File: src/rtl/muldiv_pkg.sv
// muldiv_pkg: shared op, state and constant definitions for muldiv_hilo_unit
package muldiv_pkg;
  typedef enum logic [1:0] {OP_MULT = 2'b00, OP_MULTU = 2'b01, OP_DIV = 2'b10, OP_DIVU = 2'b11} op_e;
  typedef enum logic [1:0] {IDLE, RUN, FIXUP, DONE} state_e;
  localparam int MAX_W = 64;
  localparam logic [MAX_W-1:0] DIV0_QUOTIENT = '1;
endpackage

File: src/rtl/muldiv_hilo_unit_step.sv
// muldiv_step: one unsigned shift-add multiply or restoring shift-subtract divide iteration
module muldiv_step #(
  parameter int W = 32
) (
  input  logic           is_div_i,
  input  logic [2*W-1:0] acc_i,
  input  logic [W-1:0]   opnd_i,
  output logic [2*W-1:0] acc_o
);
  logic [W:0] sum, shifted, trial;
  assign sum = {1'b0, acc_i[2*W-1:W]} + (acc_i[0] ? {1'b0, opnd_i} : {(W+1){1'b0}});
  assign shifted = {acc_i[2*W-1:W], acc_i[W-1]};
  assign trial = shifted - {1'b0, opnd_i};
  assign acc_o = is_div_i ? {trial[W] ? shifted[W-1:0] : trial[W-1:0], acc_i[W-2:0], ~trial[W]}
                          : {sum, acc_i[W-1:1]};
endmodule

File: src/rtl/muldiv_hilo_unit.sv
// muldiv_hilo_unit: iterative MULT/MULTU/DIV/DIVU engine driving HI/LO; MULDIV_EARLY_ZERO_EN enables the zero-operand shortcut
module muldiv_hilo_unit
  import muldiv_pkg::*;
#(
  parameter int WORD_SIZE = 32,
  parameter int CNT_W     = 6
) (
  input  logic                 clk,
  input  logic                 rst,
  input  logic                 start,
  input  logic [1:0]           op,
  input  logic [WORD_SIZE-1:0] src_a,
  input  logic [WORD_SIZE-1:0] src_b,
  input  logic                 flush,
  output logic                 busy,
  output logic [WORD_SIZE-1:0] hi_out,
  output logic [WORD_SIZE-1:0] lo_out,
  output logic                 hilo_write_en
);
  localparam int W = WORD_SIZE;
  state_e         state_q;
  logic [CNT_W-1:0] cnt_q;
  logic [2*W-1:0] acc_q, step_acc, res;
  logic [W-1:0]   opnd_q, a_q, hi_q, lo_q, mag_a, mag_b, quo, rem;
  logic           div_q, neg_q, rneg_q, zero_q, is_div, sgn, early, div0;
  assign is_div = op inside {OP_DIV, OP_DIVU};
  assign sgn = op inside {OP_MULT, OP_DIV};
  assign mag_a = (sgn && src_a[W-1]) ? -src_a : src_a;
  assign mag_b = (sgn && src_b[W-1]) ? -src_b : src_b;
`ifdef MULDIV_EARLY_ZERO_EN
  assign early = (src_a == '0) || (src_b == '0);
`else
  assign early = 1'b0;
`endif
  assign div0 = div_q && (opnd_q == '0);
  assign quo = neg_q ? -acc_q[W-1:0] : acc_q[W-1:0];
  assign rem = rneg_q ? -acc_q[2*W-1:W] : acc_q[2*W-1:W];
  assign res = div0 ? {a_q, DIV0_QUOTIENT[W-1:0]} : zero_q ? '0 : div_q ? {rem, quo} : (neg_q ? -acc_q : acc_q);
  muldiv_step #(.W(W)) u_step (
    .is_div_i(div_q),
    .acc_i   (acc_q),
    .opnd_i  (opnd_q),
    .acc_o   (step_acc)
  );
  always_ff @(posedge clk) begin
    if (rst) begin
      state_q <= IDLE;
      cnt_q   <= '0;
      acc_q   <= '0;
      opnd_q  <= '0;
      a_q     <= '0;
      div_q   <= 1'b0;
      neg_q   <= 1'b0;
      rneg_q  <= 1'b0;
      zero_q  <= 1'b0;
      hi_q    <= '0;
      lo_q    <= '0;
    end else if (state_q != IDLE && flush) begin
      state_q <= IDLE;
      cnt_q   <= '0;
    end else begin
      case (state_q)
        IDLE: if (start && !flush) begin
          state_q <= RUN;
          cnt_q   <= '0;
          acc_q   <= {{W{1'b0}}, is_div ? mag_a : mag_b};
          opnd_q  <= is_div ? mag_b : mag_a;
          a_q     <= src_a;
          div_q   <= is_div;
          neg_q   <= sgn && (src_a[W-1] ^ src_b[W-1]);
          rneg_q  <= sgn && src_a[W-1];
          zero_q  <= early;
        end
        RUN: if (zero_q) begin
          state_q      <= DONE;
          {hi_q, lo_q} <= res;
        end else begin
          acc_q <= step_acc;
          cnt_q <= (cnt_q == '1) ? cnt_q : cnt_q + 1'b1;
          if (cnt_q == CNT_W'(W - 1)) state_q <= FIXUP;
        end
        FIXUP: begin
          state_q      <= DONE;
          cnt_q        <= '0;
          {hi_q, lo_q} <= res;
        end
        default: state_q <= IDLE;
      endcase
    end
  end
  assign busy = state_q != IDLE;
  assign hilo_write_en = (state_q == DONE) && !flush;
  assign hi_out = hi_q;
  assign lo_out = lo_q;
endmodule

File: config.mk
export PLATFORM = sky130hd
export DESIGN_NAME = muldiv_hilo_unit
export DESIGN_NICKNAME = d
export VERILOG_FILES = /design/src/rtl/muldiv_pkg.sv /design/src/rtl/muldiv_hilo_unit_step.sv /design/src/rtl/muldiv_hilo_unit.sv
export SDC_FILE = /design/constraint.sdc
export NUM_CORES = 1
export LEC_CHECK = 0
export ABC_AREA = 1
export CAP_MARGIN = 20
export CORE_MARGIN = 2
export CORE_UTILIZATION = 40
export CTS_BUF_LIST = sky130_fd_sc_hd__clkbuf_16
export DETAILED_ROUTE_END_ITERATION = 7
export PLACE_DENSITY = 0.61
export SYNTH_ARGS = -nofsm -noshare
export SYNTH_HDL_FRONTEND = slang
export SYNTH_SLANG_ARGS = --single-unit
File: constraint.sdc
create_clock -name clk -period 3.5 [get_ports clk]
set_clock_uncertainty 0.05 [all_clocks]
set_input_delay 1.05 -clock clk [delete_from_list [all_inputs] [get_ports clk]]
set_output_delay 1.05 -clock clk [all_outputs]
set_load 0.1 [all_outputs]
======== Word level (Yosys, flattened, before mapping) ========
Cells that the tools add are included.
word-level totals
  register bits after elaboration ......... 203
  bits in latches ......................... 0
  bits in writable memories ............... 0
  ROM bits ................................ 0
  input bits .............................. 70
  memories ................................ 0
operators by class
  $add $sub $neg .......................... 8
  multiply operators ...................... 0
  div/mod/pow operators ................... 0
  $lt $le $gt $ge ......................... 0
  equal/unequal tests ..................... 10
  shifts and indexed selects .............. 0
  mux-type cells .......................... 22
  bitwise operators ....................... 4
  reductions and logical operators ........ 23
operators with widths
  cell                 number
  $mux 32              10
  $mux 64              5
  $neg 32->32          4
  $pmux 64 s2          1
  $neg 64->64          1
  $add 32x33->33       1
  $sub 33x32->33       1
  $logic_not 32->1     1
  $pmux 6 s3           1
  $mux 6               2
  $reduce_and 3->1     4
  $reduce_bool 2->1    5
  $eq 2x2->1 const B   4
  $logic_and 1x1->1    7
  $add 6x1->6 const B  1
  $eq 6x5->1 const B   1
  $eq 6x6->1 const B   1
  $ne 2x2->1 const B   3
  $pmux 2 s3           1
  $logic_not 2->1      2
  $mux 2               2
  $not 1->1            3
  $reduce_bool 3->1    1
  $eq 2x1->1 const B   1
  4 further kinds      4

======== Logic depth before layout (Yosys ltp) ========
Gate-level depths: netlist of run 1.
  depth after elaboration ................. 7
  mapped depth ............................ 22

======== Hierarchy ========
From an unflattened synthesis of run 1, not the netlist that was laid out.
unflattened totals
  cell total of the unflattened synthesis .. 3410
  area, all modules ....................... 19333.5 um2
by module, submodules not included
  module            times used  cells each  area each (um2)  seq. area each (um2)
  muldiv_hilo_unit  1           2102        12977.4          4063.9
  muldiv_step       1           1308        6356.1           0.0

======== Worst setup path after synthesis of run 1 ========
No wires, ideal clock.
  path type ............................... input -> output
  start point ............................. input port flush
  end point ............................... output port hilo_write_en
  arrival time ............................ 2303 ps
  data required time ...................... 2400 ps
  path slack .............................. 97 ps
  stages on the path ...................... 1
  path buffers ............................ 0
  cells stage by stage .................... nor2_1
between the ends
  longest elaborated chain between the ends .. 2
ends and longest elaborated chain
  item                line                    source
  start: declaration  muldiv_hilo_unit.sv:14  input logic flush,
  $logic_not 1->1     muldiv_hilo_unit.sv:92  assign hilo_write_en = (state_q == DONE) && !flush;
  $logic_and 1x1->1   muldiv_hilo_unit.sv:92
  end: declaration    muldiv_hilo_unit.sv:18  output logic hilo_write_en
No other way between the ends.

======== Worst setup path in the final report of run 1 ========
Ends and elaborated chain as after synthesis.

==> impl_metrics.py, run 1 <==
metrics = {
    "die": {
        "row_count": 80,
        "start_util": 0.403,
        "ios": 136,
        "die_y_um": 223,
        "die_x_um": 223,
        "core_mm2": 0.0475,
        "dieArea_mm2": 0.0497,
    },
    "synthesis": {
        "async_flop_share": 0,
        "synth-seq-area-share": 0.212,
        "synth.cell_area_mm2": 0.0192,
        "yosysWarningCount": 0,
        "postSynthAreaPerCell_um2": 5.56,
        "ys_seq_elements": 203,
        "synth_ff_type": "dfxtp_1",
        "synth_cell_types": 52,
        "syn_nets": 3591,
        "synth_edf_count": 0,
        "syn_inst": 3446,
    },
    "power_and_ir_drop": {
        "irDropWorstVdd_mv": 0.947,
        "p_per_area_mw_per_mm2": 741,
        "p_leak_nw": 11.6,
    },
    "worst_setup_path": {
        "cp-end-kind": "primary output",
        "cp.arrival_ps": 2030,
        "critPathRequiredTime_ps": 2400,
        "crit_type": "input pin to primary output",
        "worst_setup_path_start_kind": "input pin",
        "crit_fanout": 2,
    },
    "drt": {
        "drtIter0Drc": 2665,
        "wl_per_cell_um": 20.6,
        "firstDrtPassIters": 6,
        "drc": 0,
        "via_per_inst": 5.51,
        "ant_nets": 0,
        "wirelength_mm": 87.3,
        "vias": 23281,
    },
    "global_route": {
        "grt.total_usage": 0.344,
        "grt_pass1_vias": 21315,
        "antenna_found_initial": 1,
        "grt_start_max_net_pins": 79,
        "grt_pass1_wl_mm": 131,
        "grt-ovfl-total": 0,
    },
    "layout": {
        "utilization": 0.473,
        "num-nets-final": 3737,
        "layout-drive-gt1-share": 0.0772,
        "instances_no_fill": 4228,
        "layout_common_cells": "1050 x nand2_1, 522 x inv_1, 338 x nor2_1",
        "final_common_cell": "nand2_1",
        "syn2layout_area_growth_pct": 17.4,
    },
    "timing": {
        "maxSlewViolCount": 0,
        "period_share": 0.895,
        "fin_setup_tns_ps": 0,
        "fmax_mhz": 319,
        "slew_headroom": 0.396,
        "hold_viol_final": 0,
        "setup_viol": 0,
        "finalCriticalPeriod_ps": 3130,
        "rsz0062_at_grt": "false",
        "worst_pin_slew_ps": 896,
    },
    "cts": {
        "numCtsBuffers": 26,
        "cts_root_buffer": "clkbuf_16",
        "cts_buffer_depth": 3,
        "worst_skew_pair.late_latency_ps": 600,
        "cts.sinks": 203,
        "hold_buffers": 0,
        "clk_pin_slew_ps": 60,
        "cts_resized": 0,
        "htreeDepth": 1,
        "cts_setup_buffers": 0,
        "cts_tree": "built",
    },
    "placement": {
        "dp.final_hpwl_mm": 70.6,
        "io_buffers": 135,
        "routabilityCongestion": 1.04,
        "place_inst": 4179,
    },
    "flow_run": {
        "cap_violations": 0,
    },
    "status": {
        "status": "completed",
    },
    "min_path": {
        "min_path_type": "flop to flop",
    },
}
sequential cells by signal, indices dropped and copies added (netlist names):
register / cells
acc_q: 64
lo_out: 32
opnd_q: 32
hi_out: 32
neg_q: 1
rneg_q: 1
state_q: 2
a_q: 32
div_q: 1
cnt_q: 6
synthesized netlist by cell type, types with 4 or more instances:
master    number  share of area
a211oi_1       4         0.0016
a21o_1         5         0.0020
a21oi_1      267          0.070
a22oi_1        9         0.0035
a31oi_1       21         0.0069
and2_1        10         0.0033
buf_1         14         0.0027
buf_2         16         0.0042
buf_6          7         0.0041
clkbuf_1      87          0.017
dfxtp_1      203           0.21
ha_1          73          0.048
inv_1        521           0.10
inv_2         13         0.0025
nand2_1     1051           0.21
nand2_2       10         0.0033
nand3_1      261          0.068
nand3b_1      14         0.0055
nand4_1       54          0.018
nor2_1       340          0.067
nor2_2         6         0.0020
nor3_1        38         0.0099
o211ai_1      30          0.012
o21ai_0      231          0.060
o21ai_1        6         0.0016
o21bai_1      12         0.0047
o221ai_1      11         0.0050
or2_2         11         0.0036
xnor2_1       16         0.0073
xor2_1        67          0.031
logic make-up after synthesis:
| group | after synthesis | share of synthesized area |
|---|---|---|
| AO/OA/AOI/OAI | 613 | 0.174 |
| AND/OR/NAND/NOR | 1810 | 0.392 |
| buffers and inverters | 662 | 0.134 |
| adder cells (fa/ha/maj) | 75 | 0.0497 |
| flip-flops | 203 | 0.212 |
| XOR/XNOR | 83 | 0.0379 |
report_power, final:
group          switching, mW  internal (mW)  total (mW)  leakage [nW]
Clock                   1.21           1.89        3.10         0.477
Combinational           7.33           2.76        10.1          9.51
Sequential             0.645           2.85        3.49          1.66
path summary, 6_finish.rpt:
path,start,to,slack (ps),depth (start not counted)
worst max-delay path,flush,hilo_write_en,370,4
worst min-delay path,hi_out[30],hi_out[30],410,2
worst max register to register,opnd_q[29],acc_q[42],440,13
worst min register to register,hi_out[30],hi_out[30],410,2
critical path: stages:
cell	delay (ps)
clkdlybuf4s50_1	430
buf_4	150
nor2_1	190
buf_12	210
per-stage QoR:
| stage | area, µm² | power (mW) | hold slack, ps | setup slack (ps) |
|---|---|---|---|---|
| after floorplan | 19200 | 10.1 | 375 | 96.9 |
| after global placement | 21500 | 13.4 | 409 | 163 |
| after detailed placement | 21500 | 13.4 | 407 | 165 |
| after CTS | 22500 | 16.5 | 416 | 334 |
| after global routing | 22500 | 17.6 | 431 | 310 |
| final | 22500 | 16.7 | 415 | 366 |
per-layer routing:
layer  wire length [µm]  up-vias  part of all wire  global-route usage
li1                   -    11310                 -                   -
met5                  0        -                 0                   0
met4               4770        0             0.055               0.168
met1              36600    10576              0.42               0.463
met3               7720      195             0.088              0.0431
met2              38200     1200              0.44               0.544
area by class of cell:
class / count / area (µm²)
flip-flops and latches: 203 / 4070
clock buffers: 26 / 651
clock inverters: 22 / 329
repair buffers: 243 / 2100
fillers: 5205 / 25000
well taps: 615 / 769
multi-input cells: 2581 / 12600
inverters: 537 / 2020
diodes: 1 / 2.50
Power figures use the tool's default switching activity.
==> run 2, diff against run 1 <==
- CORE_UTILIZATION: 40 -> 51
- CTS_CLUSTER_SIZE: default -> 28
- PLACE_DENSITY: 0.61 -> 0.74
- clock period: 3.5 -> 3.45 ns (I/O delays scaled with it)
==> impl_metrics.py, run 2 (synthesis results as in run 1) <==
metrics = {
    "status": {
        "status": "completed",
    },
    "layout": {
        "layout-drive-gt1-share": 0.0783,
        "final_common_cell": "nand2_1",
        "n_fill_cell": 3797,
        "instances_no_fill": 4099,
        "num_antenna_cells": 0,
        "largest_reg_flops": 64,
        "multi_input_area_mm2": 0.0126,
        "sequential_cell_area_mm2": 0.00407,
        "layout_common_cells": "1050 x nand2_1, 524 x inv_1, 338 x nor2_1",
        "utilization": 0.596,
        "syn2layout_area_growth_pct": 16.0,
        "top_register": "acc_q",
        "num-nets-final": 3752,
    },
    "cts": {
        "numCtsBuffers": 25,
        "cts_setup_buffers": 0,
        "cts_root_buffer": "clkbuf_16",
        "cts_tree": "built",
        "clk_pin_slew_ps": 60,
        "htreeDepth": 1,
        "cts_buffer_depth": 3,
        "cts.sinks": 203,
        "worst_skew_pair.late_latency_ps": 570,
        "cts_resized": 0,
        "hold_buffers": 0,
    },
    "die": {
        "die_x_um": 198,
        "core_mm2": 0.0373,
        "dieArea_mm2": 0.0392,
        "row_count": 71,
        "start_util": 0.514,
        "die_y_um": 198,
        "ios": 136,
    },
    "worst_setup_path": {
        "cpMaxStageDelayCell": "dfxtp_1",
        "r2r_slack_ps": 260,
        "crit_type": "flop to flop",
        "cp-end-kind": "flop",
        "crit_chain": "inv_1 -> fa_1 -> inv_1 -> nand2_1 -> nand2_1 -> nand3_1 -> nand2_2 -> nand2_1 -> nand2_2 -> nand2_2 -> nand2_2 -> nand2_1 -> nand2_4 -> buf_4 -> nand2_2 -> nand3_1 -> nand2_1 -> a21oi_1",
        "critPathRequiredTime_ps": 3890,
        "crit_fanout": 18,
        "cp.arrival_ps": 3630,
        "worstRegToRegCells": 18,
        "r2r-start": "acc_q[32]",
        "slowest_delay_ps": 510,
        "worst_setup_path_start_kind": "flop",
        "rr_endpoint": "acc_q[37]",
    },
    "timing": {
        "worst_pin_slew_ps": 970,
        "setup_viol": 0,
        "slew_headroom": 0.347,
        "finalCriticalPeriod_ps": 3190,
        "maxSlewViolCount": 0,
        "period_share": 0.924,
        "fin_setup_tns_ps": 0,
        "rsz0062_at_grt": "false",
        "fmax_mhz": 314,
        "hold_viol_final": 0,
    },
    "power_and_ir_drop": {
        "p_per_area_mw_per_mm2": 748,
        "p_leak_nw": 11.6,
        "irDropWorstVdd_mv": 0.797,
    },
    "drt": {
        "wirelength_mm": 88.9,
        "ant_nets": 0,
        "drc": 0,
        "drtIter0Drc": 3362,
        "via_per_inst": 5.95,
        "vias": 24369,
        "firstDrtPassIters": 7,
        "wl_per_cell_um": 21.7,
    },
    "flow_run": {
        "cap_violations": 0,
    },
    "global_route": {
        "grt-ovfl-total": 0,
        "grt_pass1_vias": 22652,
        "antenna_found_initial": 1,
        "grt.total_usage": 0.451,
        "grt_pass1_wl_mm": 134,
        "grt_start_max_net_pins": 91,
    },
    "placement": {
        "place_inst": 4054,
        "dp.final_hpwl_mm": 70.8,
        "routabilityCongestion": 1.13,
        "io_buffers": 135,
    },
    "min_path": {
        "min_to": "hi_out[18]",
        "min_path_cells": 2,
        "hold_path.startpoint": "hi_out[18]",
        "min_path_type": "flop to flop",
    },
}
run 2: cell types whose count changed in the layout (fill, tap and decap cells not counted), moves of 2 or more:
cell       previous run  this run
buf_4               165       181
inv_6                 3         1
clkinv_1              4         9
inv_1               522       524
bufinv_16             7         1
run 2: how the worst max path moves through the flow:
stage / from / endpoint / slack (ps) / cells past startpoint
global route: acc_q[32] / acc_q[41] / 110 / 18
floorplan: flush / hilo_write_en / 80 / 1
detailed placement: src_b[0] / acc_q[31] / -120 / 12
global placement: src_b[0] / acc_q[31] / -70 / 12
CTS: acc_q[32] / acc_q[37] / 330 / 18
finish: acc_q[32] / acc_q[37] / 260 / 18
run 2: cell type report:
| type | instances | share of cell area |
|---|---|---|
| clock inverter | 20 | 0.00642 |
| timing repair buffer | 259 | 0.100 |
| clock buffer | 25 | 0.0281 |
| inverter | 537 | 0.0907 |
| multi-input combinational | 2581 | 0.565 |
| sequential | 203 | 0.183 |
| tap | 474 | 0.0267 |
run 2: metrics by stage:
stage / power (mW) / hold slack [ps] / worst slack, ps / area, µm²
after CTS: 16.2 / 420 / 330 / 22200
final: 16.6 / 418 / 263 / 22200
after global placement: 13.5 / 402 / -65.3 / 21500
after detailed placement: 13.6 / 410 / -115 / 21500
after floorplan: 10.2 / 375 / 76.9 / 19200
after global routing: 17.4 / 436 / 115 / 22200
run 2: power by group:
group	internal [mW]	switching, mW
sequential	2.89	0.646
clock	1.40	1.17
combinational	2.81	7.71
run 2: routing by layer:
| metal | track usage | wire (µm) | vias up |
|---|---|---|---|
| met5 | 0 | 13 | - |
| met2 | 0.680 | 36800 | 1696 |
| met1 | 0.574 | 34000 | 10988 |
| met3 | 0.104 | 11100 | 336 |
| met4 | 0.300 | 7010 | 2 |
| li1 | - | - | 11347 |
run 2: worst max-delay path: cells and delay by family (launching register included):
family / cells / cell delay (ps)
and+or+nand+nor: 13 / 1210
AOI/OAI and AO/OA: 1 / 130
adders and majority gates: 1 / 510
DFF: 1 / 510
buffers and inverters: 3 / 670
